`config.mk`:
```
export PLATFORM = sky130hd
export DESIGN_NAME = gbsha_fir_top
export DESIGN_NICKNAME = d
export VERILOG_FILES = /design/src/rtl/gbsha_fir_pkg.sv /design/src/rtl/gbsha_fir_core.sv /design/src/rtl/gbsha_fir_top.sv
export SDC_FILE = /design/constraint.sdc
export NUM_CORES = 1
export LEC_CHECK = 0
export CORE_AREA = 10 10 47 49
export CTS_CLUSTER_SIZE = 28
export DETAILED_ROUTE_END_ITERATION = 16
export DIE_AREA = 0 0 57 59
export SYNTH_ARGS = -nofsm -noshare
export SYNTH_HDL_FRONTEND = slang
export SYNTH_SLANG_ARGS = --single-unit
```
`constraint.sdc`:
```
create_clock -name io_in -period 0.8 [get_ports io_in]
set_input_delay 0.16 -clock io_in [delete_from_list [all_inputs] [get_ports io_in]]
set_output_delay 0.16 -clock io_in [all_outputs]
set_load 0.005 [all_outputs]
```
`src/rtl/gbsha_fir_pkg.sv`:
```
// Shared constants for the gbsha FIR: coefficient width, tap limit,
// the fixed coefficient set and the accumulator sizing helper.
package gbsha_fir_pkg;

  localparam int COEF_W   = 4;
  localparam int MAX_TAPS = 8;

  typedef logic signed [COEF_W-1:0] coef_t;

  function automatic coef_t coef(input int k);
    unique case (k)
      0: coef = 4'sd1;
      1: coef = 4'sd2;
      2: coef = 4'sd3;
      3: coef = 4'sd4;
      4: coef = 4'sd4;
      5: coef = 4'sd3;
      6: coef = 4'sd2;
      7: coef = 4'sd1;
      default: coef = 4'sd0;
    endcase
  endfunction

  function automatic int acc_width(input int bw_in, input int n_taps);
    return bw_in + COEF_W + $clog2(n_taps);
  endfunction

endpackage

```
`src/rtl/gbsha_fir_core.sv`:
```
// Direct-form FIR: delay line, MAC, output fit and result register.
// Define FIR_SAT_EN to saturate the result instead of wrapping it.
module gbsha_fir_core
  import gbsha_fir_pkg::*;
#(
  parameter int N_TAPS = 1,
  parameter int BW_in  = 6,
  parameter int BW_out = 8
) (
  input  logic                     clk_i,
  input  logic                     rst_i,
  input  logic signed [BW_in-1:0]  x_i,
  output logic signed [BW_out-1:0] y_o
);

  localparam int AW = acc_width(BW_in, N_TAPS);

  logic signed [BW_in-1:0]  tap [N_TAPS];
  logic signed [AW-1:0]     acc;
  logic signed [BW_out-1:0] y_d;
  logic signed [BW_out-1:0] y_q;

  assign tap[0] = x_i;

  if (N_TAPS > 1) begin : g_dly
    logic signed [BW_in-1:0] d_q [N_TAPS-1];

    always_ff @(posedge clk_i) begin
      if (rst_i) begin
        for (int i = 0; i < N_TAPS-1; i++) d_q[i] <= '0;
      end else begin
        d_q[0] <= x_i;
        for (int i = 1; i < N_TAPS-1; i++) d_q[i] <= d_q[i-1];
      end
    end

    for (genvar k = 1; k < N_TAPS; k++) begin : g_tap
      assign tap[k] = d_q[k-1];
    end
  end

  // Operands widened to the full accumulator width so no term overflows
  always_comb begin
    acc = '0;
    for (int k = 0; k < N_TAPS; k++)
      acc = acc + AW'(tap[k]) * AW'(coef(k));
  end

  if (AW > BW_out) begin : g_fit
`ifdef FIR_SAT_EN
    localparam logic signed [AW-1:0] YMAX =
      {{(AW-BW_out+1){1'b0}}, {(BW_out-1){1'b1}}};
    localparam logic signed [AW-1:0] YMIN =
      {{(AW-BW_out+1){1'b1}}, {(BW_out-1){1'b0}}};

    always_comb begin
      y_d = acc[BW_out-1:0];
      if (acc > YMAX)
        y_d = {1'b0, {(BW_out-1){1'b1}}};
      else if (acc < YMIN)
        y_d = {1'b1, {(BW_out-1){1'b0}}};
    end
`else
    assign y_d = acc[BW_out-1:0];
`endif
  end else begin : g_ext
    assign y_d = BW_out'(acc);
  end

  always_ff @(posedge clk_i) begin
    if (rst_i) y_q <= '0;
    else       y_q <= y_d;
  end

  assign y_o = y_q;

endmodule

```
`src/rtl/gbsha_fir_top.sv`:
```
// Pin wrapper: clk/rst/sample unpacked from io_in, result on io_out.
// Build with FIR_SAT_EN defined for a saturating output stage.
module gbsha_fir_top
  import gbsha_fir_pkg::*;
#(
  parameter int N_TAPS = 1,
  parameter int BW_in  = 6,
  parameter int BW_out = 8
) (
  input  logic [7:0] io_in,
  output logic [7:0] io_out
);

  logic signed [BW_in-1:0]  x;
  logic signed [BW_out-1:0] y;
  logic                     unused_io;

  assign x         = io_in[BW_in+1:2];
  assign unused_io = ^io_in;

  gbsha_fir_core #(
    .N_TAPS (N_TAPS),
    .BW_in  (BW_in),
    .BW_out (BW_out)
  ) u_core (
    .clk_i (io_in[0]),
    .rst_i (io_in[1]),
    .x_i   (x),
    .y_o   (y)
  );

  assign io_out = 8'($unsigned(y));

endmodule

```
## After elaboration in Yosys (flattened, before gate mapping)

Index checks and enable logic that the tools add are counted.

| storage, ports and cells | value |
|---|---|
| flip-flop bits (word level) | 6 |
| input bits | 8 |
| output and inout bits | 8 |
| logic and storage cells | 1 |

## Depth between registers and ports, before layout

Gate-level depths: netlist of run 1.

| logic depth | value |
|---|---|
| depth in word-level cells | 0 |
| gate-level depth with buffers | 1 |

## Worst setup path before layout of run 1

No wires, ideal clock.

| timing path | value |
|---|---|
| path kind | reg2out |
| from | register, netlist name u_core.y_o[5] |
| to | output port io_out[6] |
| arrival time | 0.451 ns |
| required time | 0.640 ns |
| slack | 0.189 ns |
| stages on the path, launching flop included | 2 |
| path buffers | 1 |
| path through | dfxtp_1 > buf_4 |

RTL lines:

| item | line | RTL |
|---|---|---|
| end, declared | gbsha_fir_top.sv:11 | `output logic [7:0] io_out` |

No word-level cell between the ends.

## Final worst setup path of run 1

| timing path | value |
|---|---|
| from | register, netlist name u_core.y_o[5] |
| to | output port io_out[5] |

No word-level cell between the ends.

==> out/results.ini, run 1 <==
[setup_path]
crit_type = reg2out
slowest_delay_ns = 0.31
start_kind = register
cp-end-kind = primary output
path_delay_family = flip-flops
critPathBufInv = 1
required_ns = 0.64
crit_arrival_ns = 0.66
path_cells = buf_2
critPathMaxFanout = 3
cp_slowest_cell = dfxtp_2

[logic_synthesis]
synth.avg_cell_area_sq_um = 12.3
synth_nets = 22
yosys_warnings = 0
seq_area_frac_synth_pct = 69.6
synth_cell_types = 3
syn_inst = 14
ys_seq_elements = 6
mappedNetlistArea_sq_um = 173

[grt]
grt_first_pass_wirelength_microns = 641
overflow = 0
antenna_found_initial = 0
grt_pass1_vias = 198
grt_max_degree = 4
grt_use_total_pct = 3.47

[layout]
final_common_cell = buf_2
fin_area_sq_um = 272
final_cells = 42
fillerInstances = 169
syn2layout_area_growth_pct = 57.2
nNetsFinal = 36
antenna_cells = 0
largest_reg_flops = 6
final_cell_mix = 7 x buf_2, 6 x nor2b_1, 6 x clkbuf_4
final_layout_size_suffix_gt1_share_pct = 61.5

[clock_tree]
cts_tree = yes
postCtsSetupBuffers = 0
cts_hold_buffers = 0
path_clk_slew_ns = 0.04

[placement]
place.gp.congestion = 0.539
io_buffers = 8
post-place-ws_ns = -0.193
place_area_sq_um = 258
dp_cells = 36

[min_path]
hp-class = clk2reg
holdPathEnd = u_core.y_o[4]
hold_path_startpoint = io_in[6]
hold_depth = 1

[routing]
wl_microns = 446
drt-initial-drc-count = 0
viasPerCell = 3.40
drt_first_pass_iters = 1
num_vias = 143
drc = 0
antenna_left = 0
avgRoutedWirePerCell_microns = 10.6

[job]
max_cap_violations = 0

[floorplan]
rows = 14
die_h_microns = 59
die-area_sq_um = 3360
start_util_pct = 12.3
die_w_microns = 57
core_sq_um = 1400
ios = 16

[pwr]
powerDensity_nw_per_um2 = 3980
power.leakage_uw = 0.000139
ir_drop_v = 0.000454

[timing]
final-hold-violation-count = 6
fin_crit_ns = 0.820
finalSetupViolCount = 4
post-route-period-util_pct = 102
hold_ws_ns = -0.105
fmax_ghz = 1.22
tightest_slew_ns = 0.0851
relSlewSlack_pct = 94.3
drv_slew = 0
rsz0062_at_grt = yes
finalWorstSetupSlack_ns = -0.0196

[run_status]
failed_checks = negative hold slack, negative setup slack
status = finished with violations

## routing by layer
| metal | global-route usage [%] | up-vias | part of all wire (%) |
|---|---|---|---|
| li1 | - | 65 | - |
| met1 | 0.959 | 60 | 25 |
| met2 | 1.40 | 18 | 45 |
| met3 | 7.73 | 0 | 30 |
| met4 | 9.06 | 0 | 0 |
| met5 | 0 | - | 0 |
## report_power, final
group | internal, uW | switching (uW)
sequential | 336 | 0
clock | 493 | 252
combinational | 0 | 0
## synthesized netlist by cell type
cell type	count	area share [%]
buf_4	2	8.7
dfxtp_1	6	70
nor2b_1	6	22
## layout make-up
type | instances | area, sq um | area share [%]
flip-flops and latches | 6 | 123 | 45.2
repair buffers | 8 | 46.3 | 17.1
well taps | 16 | 20.0 | 7.37
multi-input cells | 6 | 37.5 | 13.8
clock buffers | 6 | 45.0 | 16.6
## worst max path at each step
| stage | start | end | slack [ns] | cells after the start |
|---|---|---|---|---|
| 6_report | u_core.y_o[5] | io_out[5] | -0.02 | 1 |
| 3_3_place_gp | u_core.y_o[5] | io_out[7] | -0.19 | 1 |
| 2_1_floorplan | io_in[2] | u_core.y_o[0] | 0.19 | 1 |
| 3_5_place_dp | u_core.y_o[5] | io_out[5] | -0.19 | 1 |
| 4_1_cts | u_core.y_o[5] | io_out[5] | -0.03 | 1 |
| 5_1_grt | u_core.y_o[5] | io_out[7] | -0.05 | 1 |
## what timing repair did
action	4_1_cts	5_1_grt
endpoints found under the setup margin	8	8
gates cloned	0	0
endpoints found under the hold margin	0	0
gates resized for setup	33	2
## metrics by stage
step	utilization (%)	setup TNS [ns]	power, uW
floorplan	-	0	542
global placement	18.4	-1.27	542
detailed placement	18.4	-1.29	542
CTS	18.8	-0.117	1130
global route	19.4	-0.262	1200
finish	19.4	-0.0598	1080
## cell families after synthesis
kind of cell	Yosys count	synth area share, %
buf+inv	2	8.69
simple gates	6	21.7
flops	6	69.6
Note: power is estimated with default switching activity, not from simulation.
==> inputs of run 2 (changes only) <==
--- a/config.mk
+++ b/config.mk
@@ -6,6 +6,7 @@
 export NUM_CORES = 1
 export LEC_CHECK = 0
 export CORE_AREA = 10 10 47 49
+export CTS_BUF_LIST = sky130_fd_sc_hd__clkbuf_16
 export CTS_CLUSTER_SIZE = 28
 export DETAILED_ROUTE_END_ITERATION = 16
 export DIE_AREA = 0 0 57 59
==> run 2 against run 1 <==
  * The run still ends with negative hold slack, negative setup slack left
  * Highest routed layer is now met4
  * Clock power rose by 140%
  * Sequential power barely moved
  * Core utilization rose by 7.5 points
==> out/results.ini, run 2 (synthesis gave the netlist of run 1 again) <==
[run_status]
status = finished with violations  ; unchanged
failed_checks = negative hold slack, negative setup slack  ; unchanged

[layout]
final_layout_size_suffix_gt1_share_pct = 61.5  ; unchanged
antenna_cells = 0  ; unchanged
largest_reg_flops = 6  ; unchanged
final_util_pct = 26.9  ; was 19.4%
syn2layout_area_growth_pct = 118  ; was 57.2%
final_common_cell = buf_2  ; unchanged
nNetsFinal = 36  ; unchanged
fillerInstances = 151  ; was 169
final_cell_mix = 7 x buf_2, 6 x nor2b_1, 6 x clkbuf_16  ; was 7 x buf_2, 6 x nor2b_1, 6 x clkbuf_4

[setup_path]
critPathBufInv = 1  ; unchanged
cp-end-kind = primary output  ; unchanged
startpoint = u_core.y_o[5]  ; unchanged
path_delay_family = flip-flops  ; unchanged
required_ns = 0.64  ; about the same
path_cells = buf_2  ; unchanged
slowest_delay_ns = 0.31  ; about the same
crit_arrival_ns = 0.66  ; about the same
cp_slowest_cell = dfxtp_2  ; unchanged
start_kind = register  ; unchanged
crit_type = reg2out  ; unchanged
critPathMaxFanout = 3  ; unchanged

[clock_tree]
cts_tree = yes  ; unchanged
path_clk_slew_ns = 0.03  ; was 0.04 ns
cts_hold_buffers = 0  ; unchanged
postCtsSetupBuffers = 0  ; unchanged

[pwr]
power.leakage_uw = 0.000185  ; was 0.000139 uW
ir_drop_v = 0.000877  ; was 0.000454 V
powerDensity_nw_per_um2 = 5740  ; was 3980 nW/um^2
p_total_uw = 2160  ; was 1080 uW

[timing]
relSlewSlack_pct = 91.9  ; was 94.3%
hold_ws_ns = -0.0959  ; was -0.105 ns
drv_slew = 0  ; unchanged
finalSetupViolCount = 3  ; was 4
finalWorstSetupSlack_ns = -0.0162  ; was -0.0196 ns
tightest_slew_ns = 0.121  ; was 0.0851 ns
final-hold-violation-count = 6  ; unchanged
rsz0062_at_grt = yes  ; unchanged
fin_crit_ns = 0.816  ; was 0.820 ns
final.setup.tns_ns = -0.0484  ; was -0.0598 ns
post-route-period-util_pct = 102  ; about the same
fmax_ghz = 1.23  ; was 1.22 GHz

[routing]
drc = 0  ; unchanged
num_vias = 152  ; was 143
antenna_left = 0  ; unchanged
avgRoutedWirePerCell_microns = 13.0  ; was 10.6 microns
wl_microns = 548  ; was 446 microns
viasPerCell = 3.62  ; was 3.40
drt_first_pass_iters = 2  ; was 1
drt-initial-drc-count = 3  ; was 0

[grt]
grt_max_degree = 4  ; unchanged
grt_use_total_pct = 4.08  ; was 3.47%
grt_first_pass_wirelength_microns = 759  ; was 641 microns
overflow = 0  ; unchanged
grt_pass1_vias = 217  ; was 198
antenna_found_initial = 0  ; unchanged

[floorplan]
start_util_pct = 12.3  ; unchanged
die_h_microns = 59  ; unchanged
ios = 16  ; unchanged
die-area_sq_um = 3360  ; unchanged
die_w_microns = 57  ; unchanged
core_sq_um = 1400  ; unchanged
rows = 14  ; unchanged

[placement]
post-place-ws_ns = -0.193  ; unchanged
io_buffers = 8  ; unchanged
place.gp.congestion = 0.539  ; unchanged

[job]
max_cap_violations = 0  ; unchanged

[min_path]
hold_path_startpoint = io_in[2]  ; was io_in[6]
hp-class = clk2reg  ; unchanged

run 2: cell counts in the layout (fill, tap and decap cells not counted):
Identical to the previous run, type by type.
run 2: final timing paths:
path | to | cells after the start
max | io_out[5] | 1
min | u_core.y_o[0] | 1
run 2: final cells by class:
class	count	area, sq um	share of cell area, %
clock buffer	6	150	39.9
tap	16	20.0	5.32
timing repair buffer	8	46.3	12.3
multi-input combinational	6	37.5	9.97
sequential	6	123	32.6
run 2: power breakdown:
part           internal [uW]  switching (uW)  leakage, uW
Sequential               337               0    0.0000527
Combinational              0               0    0.0000454
Clock                   1440             387    0.0000870
Total                   1770             387     0.000185
run 2: per-layer routing:
| metal | up-vias | GRT usage, % | wire length, microns |
|---|---|---|---|
| met5 | - | 0 | 0 |
| met4 | 0 | 11.1 | 37 |
| met3 | 4 | 8.58 | 131 |
| met2 | 16 | 1.86 | 245 |
| met1 | 68 | 1.08 | 133 |
| li1 | 64 | - | - |
run 2: per-stage QoR:
step / cells / instance area, sq um
final: 42 / 377
after CTS: 42 / 369
after detailed placement: 36 / 258
after global routing: 42 / 377
after global placement: 36 / 258
after floorplan: 14 / 173
run 2: repair_timing:
| action | in CTS | in global routing |
|---|---|---|
| pin swaps | 0 | 0 |
| gates resized for setup | 33 | 2 |
| endpoints found under the setup margin | 8 | 7 |
==> inputs of run 3 (changes only) <==
--- a/config.mk
+++ b/config.mk
@@ -10,6 +10,8 @@
 export CTS_CLUSTER_SIZE = 28
 export DETAILED_ROUTE_END_ITERATION = 16
 export DIE_AREA = 0 0 57 59
+export PLACE_DENSITY_LB_ADDON = 0.08
+export SKIP_CTS_REPAIR_TIMING = 1
 export SYNTH_ARGS = -nofsm -noshare
 export SYNTH_HDL_FRONTEND = slang
 export SYNTH_SLANG_ARGS = --single-unit
==> run 3 against run 2 <==
  * The flow still finishes with violations (negative hold slack, negative setup slack)
  * Cell count is the same
  * Fmax is 0.23% higher
  * Global-route usage rose by 0.16 points
  * Die area is the same
  * Worst hold slack got worse by 0.0013 ns
  * Flip-flop and latch count did not move
  * Critical path depth did not move
  * First-iteration DRC count down 33%
  * Critical endpoint unchanged
  * Largest cell class unchanged
  * Largest power group unchanged
==> out/results.ini, run 3 (synthesis gave the netlist of run 1 again) <==
[pwr]
ir_drop_v = 0.00183  ; was 0.000877 V
net-switching-power_uw = 382  ; was 387 uW
combPwrFrac_pct = 0  ; about the same
pwr-share-seq_pct = 15.6  ; about the same
switching_share_pct = 17.7  ; was 17.9%
p_clk_share_pct = 84.4  ; about the same
power.leakage_uw = 0.000183  ; was 0.000185 uW
powerDensity_nw_per_um2 = 5820  ; was 5740 nW/um^2
p_int_uw = 1770  ; about the same

[setup_path]
cp-end-kind = primary output  ; unchanged
cp_slowest_cell = dfxtp_2  ; unchanged
path_delay_family = flip-flops  ; unchanged
start_kind = register  ; unchanged
required_ns = 0.64  ; about the same
critPathMaxFanout = 3  ; unchanged
crit_arrival_ns = 0.65  ; was 0.66 ns
path_cells = buf_2  ; unchanged
crit_type = reg2out  ; unchanged
slowest_delay_ns = 0.31  ; about the same
path_depth = 1  ; unchanged
critPathBufInv = 1  ; unchanged

[grt]
grt_first_pass_wirelength_microns = 814  ; was 759 microns
grt_max_degree = 4  ; unchanged
antenna_found_initial = 0  ; unchanged
grt_use_total_pct = 4.24  ; was 4.08%
grt_pass1_vias = 227  ; was 217
overflow = 0  ; unchanged

[timing]
rsz0062_at_grt = yes  ; unchanged
tightest_slew_ns = 0.0744  ; was 0.121 ns
hold_ws_ns = -0.0972  ; was -0.0959 ns
fmax_ghz = 1.23  ; about the same
relSlewSlack_pct = 95.0  ; was 91.9%
drv_slew = 0  ; unchanged
post-route-period-util_pct = 102  ; about the same
finalSetupViolCount = 3  ; unchanged
finalWorstSetupSlack_ns = -0.0143  ; was -0.0162 ns
final-hold-violation-count = 6  ; unchanged
fin_crit_ns = 0.814  ; was 0.816 ns

[layout]
syn2layout_area_growth_pct = 114  ; was 118%
largest_reg_flops = 6  ; unchanged
final_layout_size_suffix_gt1_share_pct = 61.5  ; unchanged
fin_area_sq_um = 370  ; was 377 sq um
antenna_cells = 0  ; unchanged
final_cells = 42  ; unchanged
nNetsFinal = 36  ; unchanged
final_cell_mix = 6 x nor2b_1, 6 x clkbuf_16, 6 x buf_2  ; was 7 x buf_2, 6 x nor2b_1, 6 x clkbuf_16

[clock_tree]
path_clk_slew_ns = 0.03  ; about the same
cts_tree = yes  ; unchanged

[run_status]
failed_checks = negative hold slack, negative setup slack  ; unchanged
status = finished with violations  ; unchanged

[routing]
drt_first_pass_iters = 2  ; unchanged
num_vias = 141  ; was 152
antenna_left = 0  ; unchanged
avgRoutedWirePerCell_microns = 11.9  ; was 13.0 microns
drt-initial-drc-count = 2  ; was 3
viasPerCell = 3.36  ; was 3.62
drc = 0  ; unchanged
wl_microns = 500  ; was 548 microns

[floorplan]
die-area_sq_um = 3360  ; unchanged
die_w_microns = 57  ; unchanged
rows = 14  ; unchanged
die_h_microns = 59  ; unchanged
ios = 16  ; unchanged
start_util_pct = 12.3  ; unchanged
core_sq_um = 1400  ; unchanged

[placement]
post-place-ws_ns = -0.200  ; was -0.193 ns
io_buffers = 8  ; unchanged
place.gp.congestion = 0.524  ; was 0.539
place_area_sq_um = 258  ; unchanged
dp_cells = 36  ; unchanged

[job]
max_cap_violations = 0  ; unchanged

[min_path]
hp-class = clk2reg  ; unchanged
hold_depth = 1  ; unchanged

[run 3: cell types whose count changed in the layout (fill, tap and decap cells not counted)]
cell / previous run / this run
clkbuf_2: 0 / 2
buf_2: 7 / 6
buf_6: 1 / 0
[run 3: through the flow]
stage               hold WS, ns  power, uW  util [%]  TNS (ns)
finish                  -0.0972       2160      26.4   -0.0383
floorplan                0.0716        542         -         0
global route            -0.0978       2320      26.4    -0.193
global placement         0.0716        542      18.4     -1.30
detailed placement       0.0716        542      18.4     -1.32
CTS                     -0.0964       2200      29.1     -3.24
[run 3: power by group through the flow]
stage | clock network, uW | logic, uW | registers, uW
CTS | 1860 | 0.0000271 | 337
global route | 1980 | 0.0000429 | 336
floorplan | 198 | 0.0000109 | 344
finish | 1820 | 0.0000429 | 337
detailed placement | 198 | 0.0000271 | 344
global placement | 198 | 0.0000271 | 344
[run 3: cell type report]
type	count	area, sq um
fillers	161	1030
clock buffers	6	150
multi-input cells	6	37.5
flip-flops and latches	6	123
repair buffers	8	40.0
well taps	16	20.0
[run 3: final timing paths]
kind                          start       endpoint  slack [ns]
worst min-delay path       io_in[7]  u_core.y_o[5]        -0.1
worst max-delay path  u_core.y_o[5]      io_out[5]       -0.01
[run 3: metal layers]
layer | GRT usage [%] | wire (microns) | up-vias | part of all wire [%]
met3 | 9.87 | 137 | 4 | 27
met5 | 0 | 0 | - | 0
met1 | 0.832 | 132 | 55 | 26
met4 | 10.7 | 30 | 0 | 6.0
met2 | 2.02 | 199 | 17 | 40
li1 | - | - | 65 | -
